==> config.mk <==
export PLATFORM = sky130hd
export DESIGN_NAME = exec_seq_ctrl
export DESIGN_NICKNAME = d
export VERILOG_FILES = /design/src/rtl/exec_seq_ctrl.sv
export SDC_FILE = /design/constraint.sdc
export NUM_CORES = 1
export LEC_CHECK = 0
export ABC_AREA = 1
export BUFFER_PORTS_ARGS = -buffer_cell sky130_fd_sc_hd__buf_2
export CORE_MARGIN = 2
export CORE_UTILIZATION = 45
export DETAILED_ROUTE_END_ITERATION = 10
export GPL_TIMING_DRIVEN = 0
export PLACE_DENSITY_LB_ADDON = 0.25
export SLEW_MARGIN = 20
export SYNTH_ARGS = -nofsm -noshare
export SYNTH_HDL_FRONTEND = slang
export SYNTH_SLANG_ARGS = --single-unit
==> constraint.sdc <==
create_clock -name clk -period 1.3 [get_ports clk]
set_input_delay 0.065 -clock clk [delete_from_list [all_inputs] [get_ports clk]]
set_output_delay 0.065 -clock clk [all_outputs]
set_load 0.01 [all_outputs]
==> src/rtl/exec_seq_ctrl.sv <==
// exec_seq_ctrl: multi-cycle instruction sequencer for the RV32I core.
// Steps each instruction through FETCH, DECODE, EXEC, (MEM), WB. It owns the
// imem/dmem request handshakes, the PC and register-file write strobes, and
// halt/fault reporting.
//
// Optional build macro: EXEC_SEQ_PERF_EN adds the cycle_cnt and instret_cnt
// performance counter outputs.
//
// state  | meaning
// -------+--------------------------------------------------------------
// IDLE   | just out of reset, all outputs low, always moves to FETCH
// FETCH  | imem_req high, waiting for imem_ready (timeout -> fault 2)
// DECODE | id_en pulse, illegal opcode -> HALT with fault 1
// EXEC   | ex_en pulse, datapath registers alu_result/pc_next
// MEM    | dmem_req high, waiting for dmem_ready (timeout -> fault 3)
// WB     | pc_we pulse, rf_we for instructions that write rd
// HALT   | halted high, fault code held, left only through reset
//
// Outputs decode combinationally from the state register and current inputs,
// so an asynchronous reset drops every strobe immediately.

module exec_seq_ctrl #(
  parameter int unsigned TIMEOUT_CYCLES = 255,
  parameter int unsigned TMO_W          = 16
) (
  input  logic        clk,
  input  logic        rst,
  input  logic        imem_ready,
  input  logic        dmem_ready,
  input  logic        dec_is_load,
  input  logic        dec_is_store,
  input  logic        dec_reg_write,
  input  logic        dec_illegal,
  output logic        imem_req,
  output logic        if_en,
  output logic        id_en,
  output logic        ex_en,
  output logic        dmem_req,
  output logic        dmem_we,
  output logic        pc_we,
  output logic        rf_we,
  output logic        halted,
`ifdef EXEC_SEQ_PERF_EN
  output logic [31:0] cycle_cnt,
  output logic [31:0] instret_cnt,
`endif
  output logic [1:0]  fault
);

  typedef enum logic [2:0] {
    S_IDLE   = 3'd0,
    S_FETCH  = 3'd1,
    S_DECODE = 3'd2,
    S_EXEC   = 3'd3,
    S_MEM    = 3'd4,
    S_WB     = 3'd5,
    S_HALT   = 3'd6
  } state_t;

  localparam logic [1:0] FAULT_ILLEGAL = 2'd1;
  localparam logic [1:0] FAULT_IMEM    = 2'd2;
  localparam logic [1:0] FAULT_DMEM    = 2'd3;

  // The timeout fires on the wait cycle whose increment would reach the limit,
  // i.e. after exactly TIMEOUT_CYCLES cycles without ready.
  localparam bit               TMO_EN   = (TIMEOUT_CYCLES != 0);
  localparam logic [TMO_W-1:0] TMO_LAST = TMO_W'(TIMEOUT_CYCLES - 1);

  state_t           state;
  logic [TMO_W-1:0] wait_cnt;
  logic             tmo_hit;

  assign tmo_hit = TMO_EN && (wait_cnt == TMO_LAST);

  // Sequencer state, wait counter and sticky fault code.
  always_ff @(posedge clk or negedge rst) begin
    if (!rst) begin
      state    <= S_IDLE;
      wait_cnt <= '0;
      fault    <= 2'd0;
    end else begin
      case (state)
        S_IDLE: begin
          state    <= S_FETCH;
          wait_cnt <= '0;
        end
        S_FETCH: begin
          // ready wins over a timeout landing in the same cycle
          if (imem_ready) begin
            state    <= S_DECODE;
            wait_cnt <= '0;
          end else if (tmo_hit) begin
            state    <= S_HALT;
            fault    <= FAULT_IMEM;
            wait_cnt <= '0;
          end else begin
            wait_cnt <= wait_cnt + TMO_W'(1);
          end
        end
        S_DECODE: begin
          wait_cnt <= '0;
          if (dec_illegal) begin
            state <= S_HALT;
            fault <= FAULT_ILLEGAL;
          end else begin
            state <= S_EXEC;
          end
        end
        S_EXEC: begin
          wait_cnt <= '0;
          if (dec_is_load || dec_is_store) state <= S_MEM;
          else                             state <= S_WB;
        end
        S_MEM: begin
          if (dmem_ready) begin
            state    <= S_WB;
            wait_cnt <= '0;
          end else if (tmo_hit) begin
            state    <= S_HALT;
            fault    <= FAULT_DMEM;
            wait_cnt <= '0;
          end else begin
            wait_cnt <= wait_cnt + TMO_W'(1);
          end
        end
        S_WB: begin
          state    <= S_FETCH;
          wait_cnt <= '0;
        end
        S_HALT: begin
          state    <= S_HALT;
          wait_cnt <= '0;
        end
        default: begin
          state    <= S_IDLE;
          wait_cnt <= '0;
        end
      endcase
    end
  end

  // Stage enables and handshake strobes decoded from the current state.
  always_comb begin
    imem_req = 1'b0;
    if_en    = 1'b0;
    id_en    = 1'b0;
    ex_en    = 1'b0;
    dmem_req = 1'b0;
    dmem_we  = 1'b0;
    pc_we    = 1'b0;
    rf_we    = 1'b0;
    halted   = 1'b0;
    case (state)
      S_FETCH: begin
        imem_req = 1'b1;
        if_en    = imem_ready;
      end
      S_DECODE: id_en = 1'b1;
      S_EXEC:   ex_en = 1'b1;
      S_MEM: begin
        dmem_req = 1'b1;
        // load+store together is treated as a store
        dmem_we  = dec_is_store;
      end
      S_WB: begin
        pc_we = 1'b1;
        rf_we = dec_reg_write && !dec_is_store;
      end
      S_HALT:  halted = 1'b1;
      default: ;
    endcase
  end

`ifdef EXEC_SEQ_PERF_EN
  // Performance counters: active cycles and retired instructions, frozen in HALT.
  always_ff @(posedge clk or negedge rst) begin
    if (!rst) begin
      cycle_cnt   <= 32'd0;
      instret_cnt <= 32'd0;
    end else begin
      if (state != S_IDLE && state != S_HALT) cycle_cnt <= cycle_cnt + 32'd1;
      if (state == S_WB) instret_cnt <= instret_cnt + 32'd1;
    end
  end
`endif

endmodule

### Word-level counts from Yosys, hierarchy flattened

Index checks and enable logic that the tools add are counted.

* add/sub/neg operators: 1
* equal/unequal tests: 12
* mux-type cells: 25
* reductions and logical operators: 7

Operators by type and width (count)
* two-way mux 16 bit: 3
* case mux 16 bit (2 select lines): 1
* case mux 3 bit (6 select lines): 1
* adder 16 x 1 -> 16 bit (second input constant): 1
* == test 16 x 8 -> 1 bit (second input constant): 1
* two-way mux 3 bit: 4
* two-way mux 1 bit: 10
* two-way mux 2 bit: 5
* inequality test 2 bit (second input constant): 5
* == test 3 bit (second input constant): 3
* == test 3 x 2 -> 1 bit (second input constant): 2
* case mux 2 bit (3 select lines): 1
* AND reduction 6 bit: 1
* == test 3 x 1 -> 1 bit (second input constant): 1
* zero test 3 bit: 1
* nonzero test 3 bit: 1
* OR reduction 2 bit: 1
* logical AND 1 bit: 1
* zero test 1 bit: 1
* logical OR 1 bit: 1

* flip-flop bits (word level): 21
* bits of input ports: 8
* output and inout bits: 11

### Depth between registers and ports, before layout

Gate-level depths: netlist of run 1.

* word-level depth: 4
* mapped depth: 11

### Worst setup path after synthesis of run 1

Ideal clock, no wire load.

* path kind: reg2reg
* start point: register wait_cnt[0]
* end point: register fault[0]
* setup time: 0.117 ns
* arrival time: 1.219 ns
* setup slack: -0.036 ns
* stages on the path, launching flop included: 12
* buffers on the path: 0
* clock period less this slack: 1.336 ns
* cells stage by stage: dfrtp_1 inv_1 ha_1 inv_1 nor2_1 nand2_1 nor2_1 nand2_2 nand2_1 nand2_1 nand2_1 nand2_1

* cells in the longest elaborated chain, start to end: 3
* elaborated cells between the ends (all ways): 4
* classes of those cells: eq/ne (3); reduce/logical (1)

RTL lines
* start, declared: RTL line 70 `logic [TMO_W-1:0] wait_cnt;`
* start signal, assigned: RTL line 97 `wait_cnt <= wait_cnt + TMO_W'(1);`
* start signal, assigned: RTL line 123 `wait_cnt <= wait_cnt + TMO_W'(1);`
* == test 16 x 8 -> 1 bit *: RTL line 73 `assign tmo_hit = TMO_EN && (wait_cnt == TMO_LAST);`
* inequality test 2 bit (no line)
* AND reduction 6 bit (no line) *
* end signal, assigned: RTL line 80 `fault <= 2'd0;`
* end signal, assigned: RTL line 94 `fault <= FAULT_IMEM;`
* end signal, assigned: RTL line 104 `fault <= FAULT_ILLEGAL;`
* end, declared: RTL line 47 `output logic [1:0] fault`

Mark *: on every way between the ends. The rest lies on a longest branch, timed or not.
A chain may end at the register's enable or synchronous reset.

### Worst setup path in the final report of run 1

Same ends and word-level chain as after synthesis.

==> results of run 1 <==
-- layout by cell type (no fill, tap or decap), types with 3 or more instances in the layout --
| cell | count |
|---|---|
| buf_6 | 7 |
| nand3_1 | 12 |
| nor2_2 | 7 |
| dfrtp_1 | 18 |
| nor2_1 | 28 |
| inv_2 | 7 |
| clkbuf_4 | 3 |
| nand4_1 | 4 |
| nor2_4 | 7 |
| nor3_1 | 3 |
| xnor2_1 | 3 |
| nand2_4 | 4 |
| inv_1 | 18 |
| nand2_1 | 38 |
| nand2_2 | 8 |
| dfrtp_2 | 3 |
| buf_2 | 13 |
| buf_4 | 15 |
-- power by group through the flow --
stage | sequential (mW) | combinational (mW) | clock, mW
floorplan | 0.860 | 0.632 | 0
detailed placement | 0.862 | 0.886 | 0
global placement | 0.860 | 0.860 | 0
global route | 0.881 | 1.61 | 0.359
CTS | 0.852 | 1.09 | 0.339
finish | 0.869 | 1.47 | 0.325
-- layer usage --
layer	global-route usage	share of wire	vias to the layer above
li1	-	-	651
met1	0.229	0.43	588
met2	0.356	0.51	37
met3	0.0272	0.037	7
met4	0.0930	0.019	0
met5	0	0	-
-- through the flow --
stage	util	TNS, ps	total power, mW	cells	instance area (sq um)
2_1_floorplan	-	-38.1	1.49	182	1290
3_3_place_gp	0.520	-1330	1.72	231	1420
3_5_place_dp	0.520	-1980	1.75	231	1420
4_1_cts	0.582	-1920	2.28	247	1590
5_1_grt	0.654	-4240	2.85	255	1790
6_report	0.654	-2140	2.67	255	1790
-- worst min-delay path: cells and delay by family --
family                 cells  cell delay (ps)
AND/OR/NAND/NOR            3              170
buffers and inverters      1               80
-- worst paths after layout --
path	slack [ps]	end	cells after the start	start
min in group asynchronous	210	wait_cnt[4]	2	rst
setup / recovery	-180	fault[0]	11	wait_cnt[0]
max in group asynchronous	740	state[2]	2	rst
setup reg to reg	-180	fault[0]	11	wait_cnt[0]
hold reg to reg	480	fault[0]	2	fault[0]
hold / removal	50	state[0]	4	dec_is_load
-- sequential cells by signal (all words and copies together) (netlist names) --
register and cells:
state 3, fault 2, wait_cnt 16
-- area by class of cell --
cell class	instances	area, sq um
tap	31	38.8
clock inverter	1	5.00
inverter	28	115
fill	234	946
multi-input combinational	134	801
timing repair buffer	37	277
clock buffer	3	22.5
sequential	21	529
-- kinds of logic after synthesis --
family	count (synthesis)	synth area share
and+or+nand+nor	118	0.414
adders and majority gates	2	0.0194
buffers and inverters	28	0.0815
xor gates and xnor gates	5	0.0340
DFF	21	0.407
AOI/OAI and AO/OA	8	0.0437
-- repair_timing --
| item | in CTS | in global routing |
|---|---|---|
| pin swaps | 10 | 12 |
| setup endpoints to repair | 29 | 30 |
| setup buffers | 9 | 8 |
| hold endpoints to repair | 22 | 0 |
| hold buffers | 2 | 0 |
| cloned | 1 | 0 |
| resized for setup | 18 | 35 |
==> summary.md, run 1 <==
| Metric | Value |
|---|---|
| Share of cells above drive strength 1 | `0.393` |
| Clock share of power | `0.122` |
| Initial antenna violation count | `0` |
| Yosys top cell by area | `dfrtp_1` |
| Slew HR | `0.698` |
| Net Sw Power | `~1.1 mW` |
| Dpl ws | `-181 ps` |
| Nets@finish | `235` |
| Layout area overhead | `38.6%` |
| Final Setup Violations | `26` |
| Max-Cap Viols | `0` |
| Final global-route overflow total | `0` |
| Row count | `19` |
| WL/cell | `approximately 12 um` |
| GP Congestion | `a little over 0.8` |
| CTS tree | `done` |
| Syn nets | `between 150 and 200` |
| DRT Pass-1 Iters | `4` |
| Avg Cell Area, Syn | `roughly 7.1 sq um` |
| Run status | `complete, but fails checks` |
| I/O pin total | `19` |
| Pwr Density | `roughly 1500 mW/mm^2` |
| Top delay family on crit path | `simple AND/OR/NAND/NOR gates` |
| Async SR Flop Fraction | `1.00` |
| Later-pin clock latency in the skew report | `310 ps` |
| Drt first-iter violations | `40` |
| Gr usage total | `0.198` |
| Slew @ Worst Pin | `roughly 450 ps` |
| Max-slew violation count | `0` |
| Sw frac | `0.429` |
| Clock sink count | `21` |
| Fin. Hold Viols | `0` |
| Fmax | `678 MHz` |
| Yosys warns | `0` |
| CP max stage delay | `around 420 ps` |
| Library cells used by synthesis | `22` |
| Leak | `0.867 nW` |
| Worst hold slack | `roughly 46 ps` |
| Seq/Total Area, Yosys | `0.407` |
| RSZ-0062 raised after global routing | `yes` |
| Crit path time final | `~1500 ps` |
| Area of the core | `0.00273 sq mm` |
| Worst setup SP type | `flip-flop` |
| First-pass GRT wire length | `approximately 5000 um` |
| Avg Vias per Cell | `~5` |
| Total wire length | `around 3100 um` |
| Crit-path cells | `inv_1 -> ha_2 -> inv_2 -> nor2_1 -> nand2_1 -> nor2_2 -> nand2_2 -> nand2_2 -> nand2_2 -> nand2_1 -> nand2_1` |
| CP required | `approximately 1500 ps` |
| CTS root buffer | `clkbuf_4` |
| Period utilization | `1.13` |
| Synth Flop Type | `dfrtp_1` |
| HP Class | `primary input to flip-flop` |
| Die Y | `~58 um` |
| Sequential power share | `0.326` |
| Crit path DAT | `approximately 1700 ps` |
| Diode count | `0` |
| Peak VDD IR | `roughly 1.4 mV` |
| Slowest CP cell | `dfrtp_1` |
| Clk pin slew, worst setup/hold paths | `between 100 and 150 ps` |
| Total die area | `approximately 0.0033 sq mm` |
| I/O Buffers | `18` |
| Critical path peak fanout | `5` |
| Count leader, synth | `nand2_1` |
| Routed Antenna Nets | `0` |
| H-tree levels | `1` |
| Post-route setup slack | `-175 ps` |
| CP bufs+invs | `2` |
| Worst setup path category | `flip-flop to flip-flop` |
| Largest net degree at the start of global routing | `22` |
| Comb pwr share | `0.552` |
| Seq cells post-synth | `21` |
| Violated checks | `setup timing` |
| Endpoint class of the critical path | `flip-flop` |
| Setup Skew | `between 6 and 7 ps` |
| Post-Syn Instances | `~180` |
| Die width | `about 58 um` |
| Synthesized area | `~0.0013 sq mm` |
| Vias | `roughly 1300` |
| Top cell type's share of synthesized area | `0.407` |
| Drc violations | `0` |
| Area contributors post-synth | `dfrtp_1 41%, nand2_1 13%, nor2_1 10%` |
| Post-synth top cells | `44 x nand2_1, 35 x nor2_1, 23 x inv_1` |
| Total CTS buffers | `3` |
| Internal power | `1.52 mW` |
| CTS max path bufs | `2` |
| Vias in the first global route | `between 1000 and 1500` |
| Initial core utilization | `0.472` |
| Post-synth EDFFs | `0` |
| HPWL Detailed | `around 2000 um` |
No activity file was read; power rests on OpenSTA's default activity.
==> inputs of run 2 (changes only) <==
- ABC_AREA: 1 -> unset
- ABC_CLOCK_PERIOD_IN_PS: unset -> 1300
- SKIP_LAST_GASP: unset -> 1
==> run 2 against run 1 <==
  * First-iteration DRC count fell by 18%
  * Critical path depth fell by 3
  * Wire length fell by 5.6%
  * Flip-flop and latch count did not move
  * Critical endpoint is now wait_cnt[12]
  * Largest power group unchanged
  * Area after synthesis fell by 5.9%
  * Largest cell class unchanged
  * Clock skew fell by 4.0 ps
  * Total power rose by 4.7%
  * Global-route usage fell by 0.30 points
  * Core utilization rose by 1.9 points
  * The run still ends with setup timing left
==> summary.md, run 2 <==
| Metric | Value |
|---|---|
| Biggest regs | `wait_cnt: 16 flops, state: 3 flops, fault: 2 flops` |
| Diode count | `0 (unchanged)` |
| FILL cells | `192 (-18%)` |
| I/O Buffers | `18 (unchanged)` |
| Dpl ws | `-807 ps (-626 ps)` |
| Syn nets | `147 (-23%)` |
| Leak | `0.705 nW (-19%)` |
| HP Class | `primary input to flip-flop` |
| Avg Vias per Cell | `5.51 (+9.5%)` |
| Final Util | `0.673 (+0.0186)` |
| CP bufs+invs | `3 (+1)` |
| DRT Pass-1 Iters | `4 (unchanged)` |
| Final global-route overflow total | `0 (unchanged)` |
| Async SR Flop Fraction | `1.00 (unchanged)` |
| RSZ-0062 raised after global routing | `yes` |
| Run status | `complete, but fails checks` |
| Avg Cell Area, Syn | `8.86 sq um (+25%)` |
| Non-Filler Instances | `210 (-18%)` |
| Gr usage total | `0.195 (-0.00304)` |
| Largest reg by FF count | `wait_cnt` |
| Crit path time final | `2020 ps (+549 ps)` |
| Multi-input gate area | `743 sq um (-7.2%)` |
| Share of cells above drive strength 1 | `0.383 (-0.00952)` |
| Final Setup Violations | `29 (+12%)` |
| Crit path DAT | `2230 ps (+530 ps)` |
| First-pass GRT wire length | `4840 um (-5.2%)` |
| Violated checks | `setup timing` |
| CTS root buffer | `clkbuf_4` |
| Total wire length | `2930 um (-5.6%)` |
| Most frequent cells in the layout | `21 x nor2_1, 20 x dfrtp_1, 17 x buf_4` |
| Hold Path End | `state[0]` |
| Synthesized area | `0.00121 sq mm (-5.9%)` |
| Number of flip-flops in the largest register | `16 (unchanged)` |
| DR WL met2 | `1480 um (-6.6%)` |
| Met3 wire length | `146 um (+27%)` |
| Pwr Density | `1650 mW/mm^2 (+10%)` |
| Initial core utilization | `0.481 (+0.00930)` |
| Fmax | `494 MHz (-27%)` |
| Die width | `55.9 um (-2.8%)` |
| Hold_sp | `imem_ready` |
| Post-Syn Instances | `137 (-25%)` |
| Worst setup path category | `flip-flop to flip-flop` |
| Fin. Hold Viols | `0 (unchanged)` |
| H-tree levels | `1 (unchanged)` |
| Top cell type's share of synthesized area | `0.433 (+0.0256)` |
| Worst hold slack | `39.0 ps (-6.62 ps)` |
| Total die area | `0.00313 sq mm (-5.5%)` |
| DR top layer | `met4` |
| Reg-to-Reg End | `wait_cnt[12]` |
| CP max stage delay | `470 ps (+50 ps)` |
| R2R Path Start | `wait_cnt[0]` |
| Die Y | `55.9 um (-2.8%)` |
| CTS max path bufs | `2 (unchanged)` |
| Clock sink count | `21 (unchanged)` |
| Post-synth top cells | `27 x nor2_1, 21 x dfrtp_1, 11 x nand3_1, 11 x xnor2_1, 7 x nor3_1` |
| Drc violations | `0 (unchanged)` |
| Area of the core | `0.00252 sq mm (-7.7%)` |
| Seq cells post-synth | `21 (unchanged)` |
| Area contributors post-synth | `dfrtp_1 43%, nor2_1 8.4%, xnor2_1 7.9%` |
| Slowest CP cell | `or4_4` |
| Setup Skew | `2.11 ps (-4.03 ps)` |
| Dpl cells | `185 (-20%)` |
| Clk pin slew, worst setup/hold paths | `110 ps (about the same)` |
| Endpoint class of the critical path | `flip-flop` |
| Slew HR | `0.696 (-0.00162)` |
| Hold path depth | `2 (-2)` |
| Crit-path cells | `clkbuf_8 -> inv_4 -> ha_4 -> or4b_4 -> or4_4 -> nand2_4 -> buf_6 -> nor2_1` |
| I/O pin total | `19 (unchanged)` |
| Layout area overhead | `39.8%` |
| Seq/Total Area, Yosys | `0.433 (+0.0256)` |
| Critical path peak fanout | `5 (unchanged)` |
| Largest net degree at the start of global routing | `22 (unchanged)` |
| TNS Setup | `-15100 ps (-12950 ps)` |
| Post-route setup slack | `-724 ps (-549 ps)` |
| Synth Flop Type | `dfrtp_1` |
| Cell count of the worst reg-to-reg path | `8 (-3)` |
| Nets@finish | `191 (-19%)` |
| Top delay family on crit path | `simple AND/OR/NAND/NOR gates` |
| Vias in the first global route | `1103 (-8.3%)` |
| Routed Antenna Nets | `0 (unchanged)` |
| Worst setup SP type | `flip-flop` |
| CTS tree | `done` |
| WL/cell | `14.0 um (+15%)` |
| Yosys top cell by area | `dfrtp_1` |
| Post-synth EDFFs | `0 (unchanged)` |
| Slew @ Worst Pin | `455 ps (+2.43 ps)` |
| Count leader, synth | `nor2_1` |
| Commonest non-fill, non-tap cell in the layout | `nor2_1` |
| Yosys warns | `0 (unchanged)` |
| Row count | `18 (-1)` |
| Drt first-iter violations | `33 (-18%)` |
| GP Congestion | `0.806 (-2.8%)` |
| Library cells used by synthesis | `34 (+55%)` |
| Wl on met1 | `1240 um (-7.6%)` |
| Vias | `1157 (-9.8%)` |
| Max-slew violation count | `0 (unchanged)` |
| Period utilization | `1.56 (+0.422)` |
| Total CTS buffers | `3 (unchanged)` |
| R2r setup slk | `-720 ps (-550 ps)` |
| Reg area | `527 sq um (-0.47%)` |
| Max-Cap Viols | `0 (unchanged)` |
| Later-pin clock latency in the skew report | `300 ps (about the same)` |
| Initial antenna violation count | `0 (unchanged)` |
| HPWL Detailed | `1790 um (-11%)` |
| Peak VDD IR | `1.10 mV (-20%)` |
| CP required | `1500 ps (-20 ps)` |
## run 2: cell types whose count changed in the layout (fill, tap and decap cells not counted), sizes merged, moves of 5 or more
cell / previous run / this run
nand2: 50 / 5
inv: 27 / 4
nor2: 42 / 27
xnor2: 3 / 11
buf: 35 / 41
nand3: 16 / 11
nor4: 0 / 5
## run 2: power by group
part	internal (mW)	total, mW	switching (mW)
combinational	0.902	1.64	0.736
sequential	0.742	0.843	0.101
clock	0.120	0.313	0.193
total	1.76	2.79	1.03
## run 2: routing by layer
metal / vias to the layer above / global-route usage
met5: - / 0
li1: 567 / -
met3: 11 / 0.0349
met1: 534 / 0.233
met2: 45 / 0.340
met4: 0 / 0.0850
## run 2: worst reg2reg max path, cell delays in order, from the launching register on
cell and delay (ps):
dfrtp_1 400, clkbuf_8 150, inv_4 50, ha_4 110
or4b_4 450, or4_4 470, nand2_4 120, buf_6 130
nor2_1 40
## run 2: logic make-up (layout without fill, tap and decap cells)
| group | Yosys count | after routing | share of synthesized area |
|---|---|---|---|
| adders and majority gates | 2 | 2 | 0.0206 |
| and+or+nand+nor | 76 | 76 | 0.332 |
| xor gates and xnor gates | 14 | 14 | 0.101 |
| DFF | 21 | 21 | 0.433 |
| buffers and inverters | 10 | 53 | 0.0371 |
| AOI/OAI and AO/OA | 14 | 14 | 0.0763 |
## run 2: area by class of cell
type                    instances  area share
repair buffers                 40       0.172
inverters                       4      0.0103
flip-flops and latches         21       0.310
well taps                      30      0.0221
multi-input cells             106       0.438
clock buffers                   4      0.0155
plain buffers                   5      0.0317
## run 2: worst max path at each step
stage / end / slack, ps / startpoint / cells after the start
global placement: wait_cnt[8] / -800 / wait_cnt[0] / 8
global route: wait_cnt[12] / -780 / wait_cnt[0] / 8
CTS: wait_cnt[12] / -710 / wait_cnt[0] / 8
floorplan: wait_cnt[10] / -670 / wait_cnt[0] / 8
detailed placement: wait_cnt[12] / -810 / wait_cnt[0] / 8
finish: wait_cnt[12] / -720 / wait_cnt[0] / 8
## run 2: per-stage QoR
step / cell area [sq um] / total power, mW
2_1_floorplan: 1230 / 1.46
3_3_place_gp: 1360 / 1.70
3_5_place_dp: 1360 / 1.71
4_1_cts: 1570 / 2.49
5_1_grt: 1700 / 2.98
6_report: 1700 / 2.79
## run 2: what timing repair did
item	4_1_cts	5_1_grt
endpoints found under the setup margin	30	30
buffers inserted	11	9
resized for setup	23	18
pin swaps	6	3
gates cloned	1	0
hold buffers	1	0
endpoints found under the hold margin	21	0
==> inputs of run 3 (changes only) <==
- CORE_UTILIZATION: 45 -> 50
- PLACE_DENSITY: unset -> 0.74
- PLACE_DENSITY_LB_ADDON: 0.25 -> unset
==> run 3 against run 2 <==
  * The run still ends with setup timing left
  * Combinational power shrank 8%
  * First-iteration DRC count down 39%
  * Clock skew increased by 2.4 ps
==> summary.md, run 3 (synthesized netlist as in run 2, its figures left out) <==
| Metric | Value |
|---|---|
| Area of the core | `0.00225 sq mm (-11%)` |
| Total wire length | `3220 um (+9.9%)` |
| H-tree levels | `1 (unchanged)` |
| Initial core utilization | `0.538 (+0.0571)` |
| Worst setup SP type | `flip-flop` |
| Later-pin clock latency in the skew report | `300 ps (about the same)` |
| Final Util | `0.734 (+0.0610)` |
| Commonest non-fill, non-tap cell in the layout | `nor2_1` |
| RSZ-0062 raised after global routing | `yes` |
| Pwr Density | `1620 mW/mm^2 (-1.7%)` |
| Fin. Hold Viols | `0 (unchanged)` |
| I/O pin total | `19 (unchanged)` |
| Slew @ Worst Pin | `478 ps (+22.4 ps)` |
| Grt peak-use layer | `met2` |
| HPWL Detailed | `1940 um (+8.1%)` |
| Peak VDD IR | `1.10 mV (+0.17%)` |
| Run status | `complete, but fails checks` |
| Vias in the first global route | `1229 (+11%)` |
| Largest reg by FF count | `wait_cnt` |
| Crit path DAT | `2250 ps (+20 ps)` |
| Total die area | `0.00284 sq mm (-9.3%)` |
| FILL cells | `169 (-12%)` |
| Avg Vias per Cell | `5.69 (+3.3%)` |
| CTS max path bufs | `2 (unchanged)` |
| Largest net degree at the start of global routing | `22 (unchanged)` |
| Die width | `53.3 um (-4.8%)` |
| Most frequent cells in the layout | `24 x nor2_1, 20 x dfrtp_1, 16 x buf_2` |
| CTS root buffer | `clkbuf_4` |
| Number of flip-flops in the largest register | `16 (unchanged)` |
| DRT Pass-1 Iters | `4 (unchanged)` |
| Nets@finish | `189 (-1.0%)` |
| Critical path peak fanout | `6 (+1)` |
| Period utilization | `1.57 (+0.0128)` |
| Diode count | `0 (unchanged)` |
| CP required | `1510 ps (about the same)` |
| GR Layer Usage met3 | `0.0621 (+0.0273)` |
| WL/cell | `15.6 um (+12%)` |
| Max-slew violation count | `0 (unchanged)` |
| CTS tree | `done` |
| Endpoint class of the critical path | `flip-flop` |
| Worst setup path category | `flip-flop to flip-flop` |
| I/O Buffers | `18 (unchanged)` |
| Row count | `17 (-1)` |
| Post-route setup slack | `-741 ps (-16.6 ps)` |
| Leak | `0.711 nW (+0.80%)` |
| Final Power | `2.68 mW (-4.2%)` |
| Violated checks | `setup timing` |
| Max-Cap Viols | `0 (unchanged)` |
| Gr usage total | `0.264 (+0.0698)` |
| Biggest regs | `wait_cnt: 16 flops, state: 3 flops, fault: 2 flops` |
| Die Y | `53.3 um (-4.8%)` |
| Share of cells above drive strength 1 | `0.371 (-0.0125)` |
| Clock sink count | `21 (unchanged)` |
| Final Setup Violations | `29 (unchanged)` |
| Crit path time final | `2040 ps (+16.6 ps)` |
| Drc violations | `0 (unchanged)` |
| Clk pin slew, worst setup/hold paths | `120 ps (about the same)` |
| Layout area overhead | `36.3%` |
| Total CTS buffers | `3 (unchanged)` |
| Setup Skew | `4.47 ps (+2.35 ps)` |
| First-pass GRT wire length | `5350 um (+11%)` |
| GP Congestion | `0.860 (+6.7%)` |
| Drt first-iter violations | `20 (-39%)` |
| Routed Antenna Nets | `0 (unchanged)` |
| Initial antenna violation count | `0 (unchanged)` |
| Fmax | `490 MHz (-0.81%)` |
| Vias | `1172 (+1.3%)` |
| HP Class | `primary input to flip-flop` |
| Final global-route overflow total | `0 (unchanged)` |
| GR Util met2 | `0.457 (+0.117)` |
| Slew HR | `0.682 (-0.0149)` |
| Grt met1 use | `0.302 (+0.0691)` |
## run 3: cell types whose count changed in the layout (fill, tap and decap cells not counted), sizes merged
cell    previous run  this run
buf               41        38
clkinv             0         1
## run 3: stage by stage
step	TNS (ps)	hold slack [ps]	worst slack (ps)	cell area, sq um	cells
after global placement	-15100	39.0	-804	1350	183
final	-15670	45.1	-741	1650	206
after floorplan	-12480	-231	-675	1230	137
after CTS	-15480	19.6	-739	1630	204
after global routing	-17770	26.4	-829	1650	206
after detailed placement	-15480	48.4	-820	1350	183
## run 3: final timing paths
kind,slack (ps),start,depth (start not counted),endpoint
max in group asynchronous,710,rst,2,wait_cnt[1]
min,50,imem_ready,2,state[0]
min in group asynchronous,240,rst,2,wait_cnt[14]
max,-740,wait_cnt[11],5,wait_cnt[8]
min reg2reg,580,wait_cnt[15],2,wait_cnt[15]
max reg2reg,-740,wait_cnt[11],5,wait_cnt[8]
## run 3: area by class of cell
class                      instances  area (sq um)  area share
clock buffer                       3          22.5      0.0136
timing repair buffer              38           270       0.163
multi-input combinational        106           723       0.437
buffer                             5          56.3      0.0340
tap                               28          35.0      0.0212
inverter                           4          15.0     0.00908
clock inverter                     1          5.00     0.00303
sequential                        21           527       0.318
## run 3: layer usage
layer | vias up | share of wire
met2 | 41 | 0.52
met5 | - | 0
met3 | 9 | 0.053
met4 | 0 | 0.024
met1 | 564 | 0.40
li1 | 558 | -
## run 3: critical path, cell delays in order, from the launching register on
cell and delay [ps]:
dfrtp_1 460, or3_2 580, or4_4 600, nand2_4 130, buf_6 130, nor2_1 40
## run 3: report_power, final
group / internal, mW / total (mW) / switching (mW)
Combinational: 0.797 / 1.51 / 0.711
Clock: 0.115 / 0.317 / 0.202
Sequential: 0.742 / 0.851 / 0.110
Total: 1.65 / 2.68 / 1.02
## run 3: timing repair
action / CTS / global route
endpoints found under the setup margin: 30 / 30
endpoints found under the hold margin: 21 / 0
gates cloned: 1 / 0
pin swaps: 6 / 3
resized for setup: 29 / 4
buffers inserted: 15 / 3
hold buffers: 1 / 0
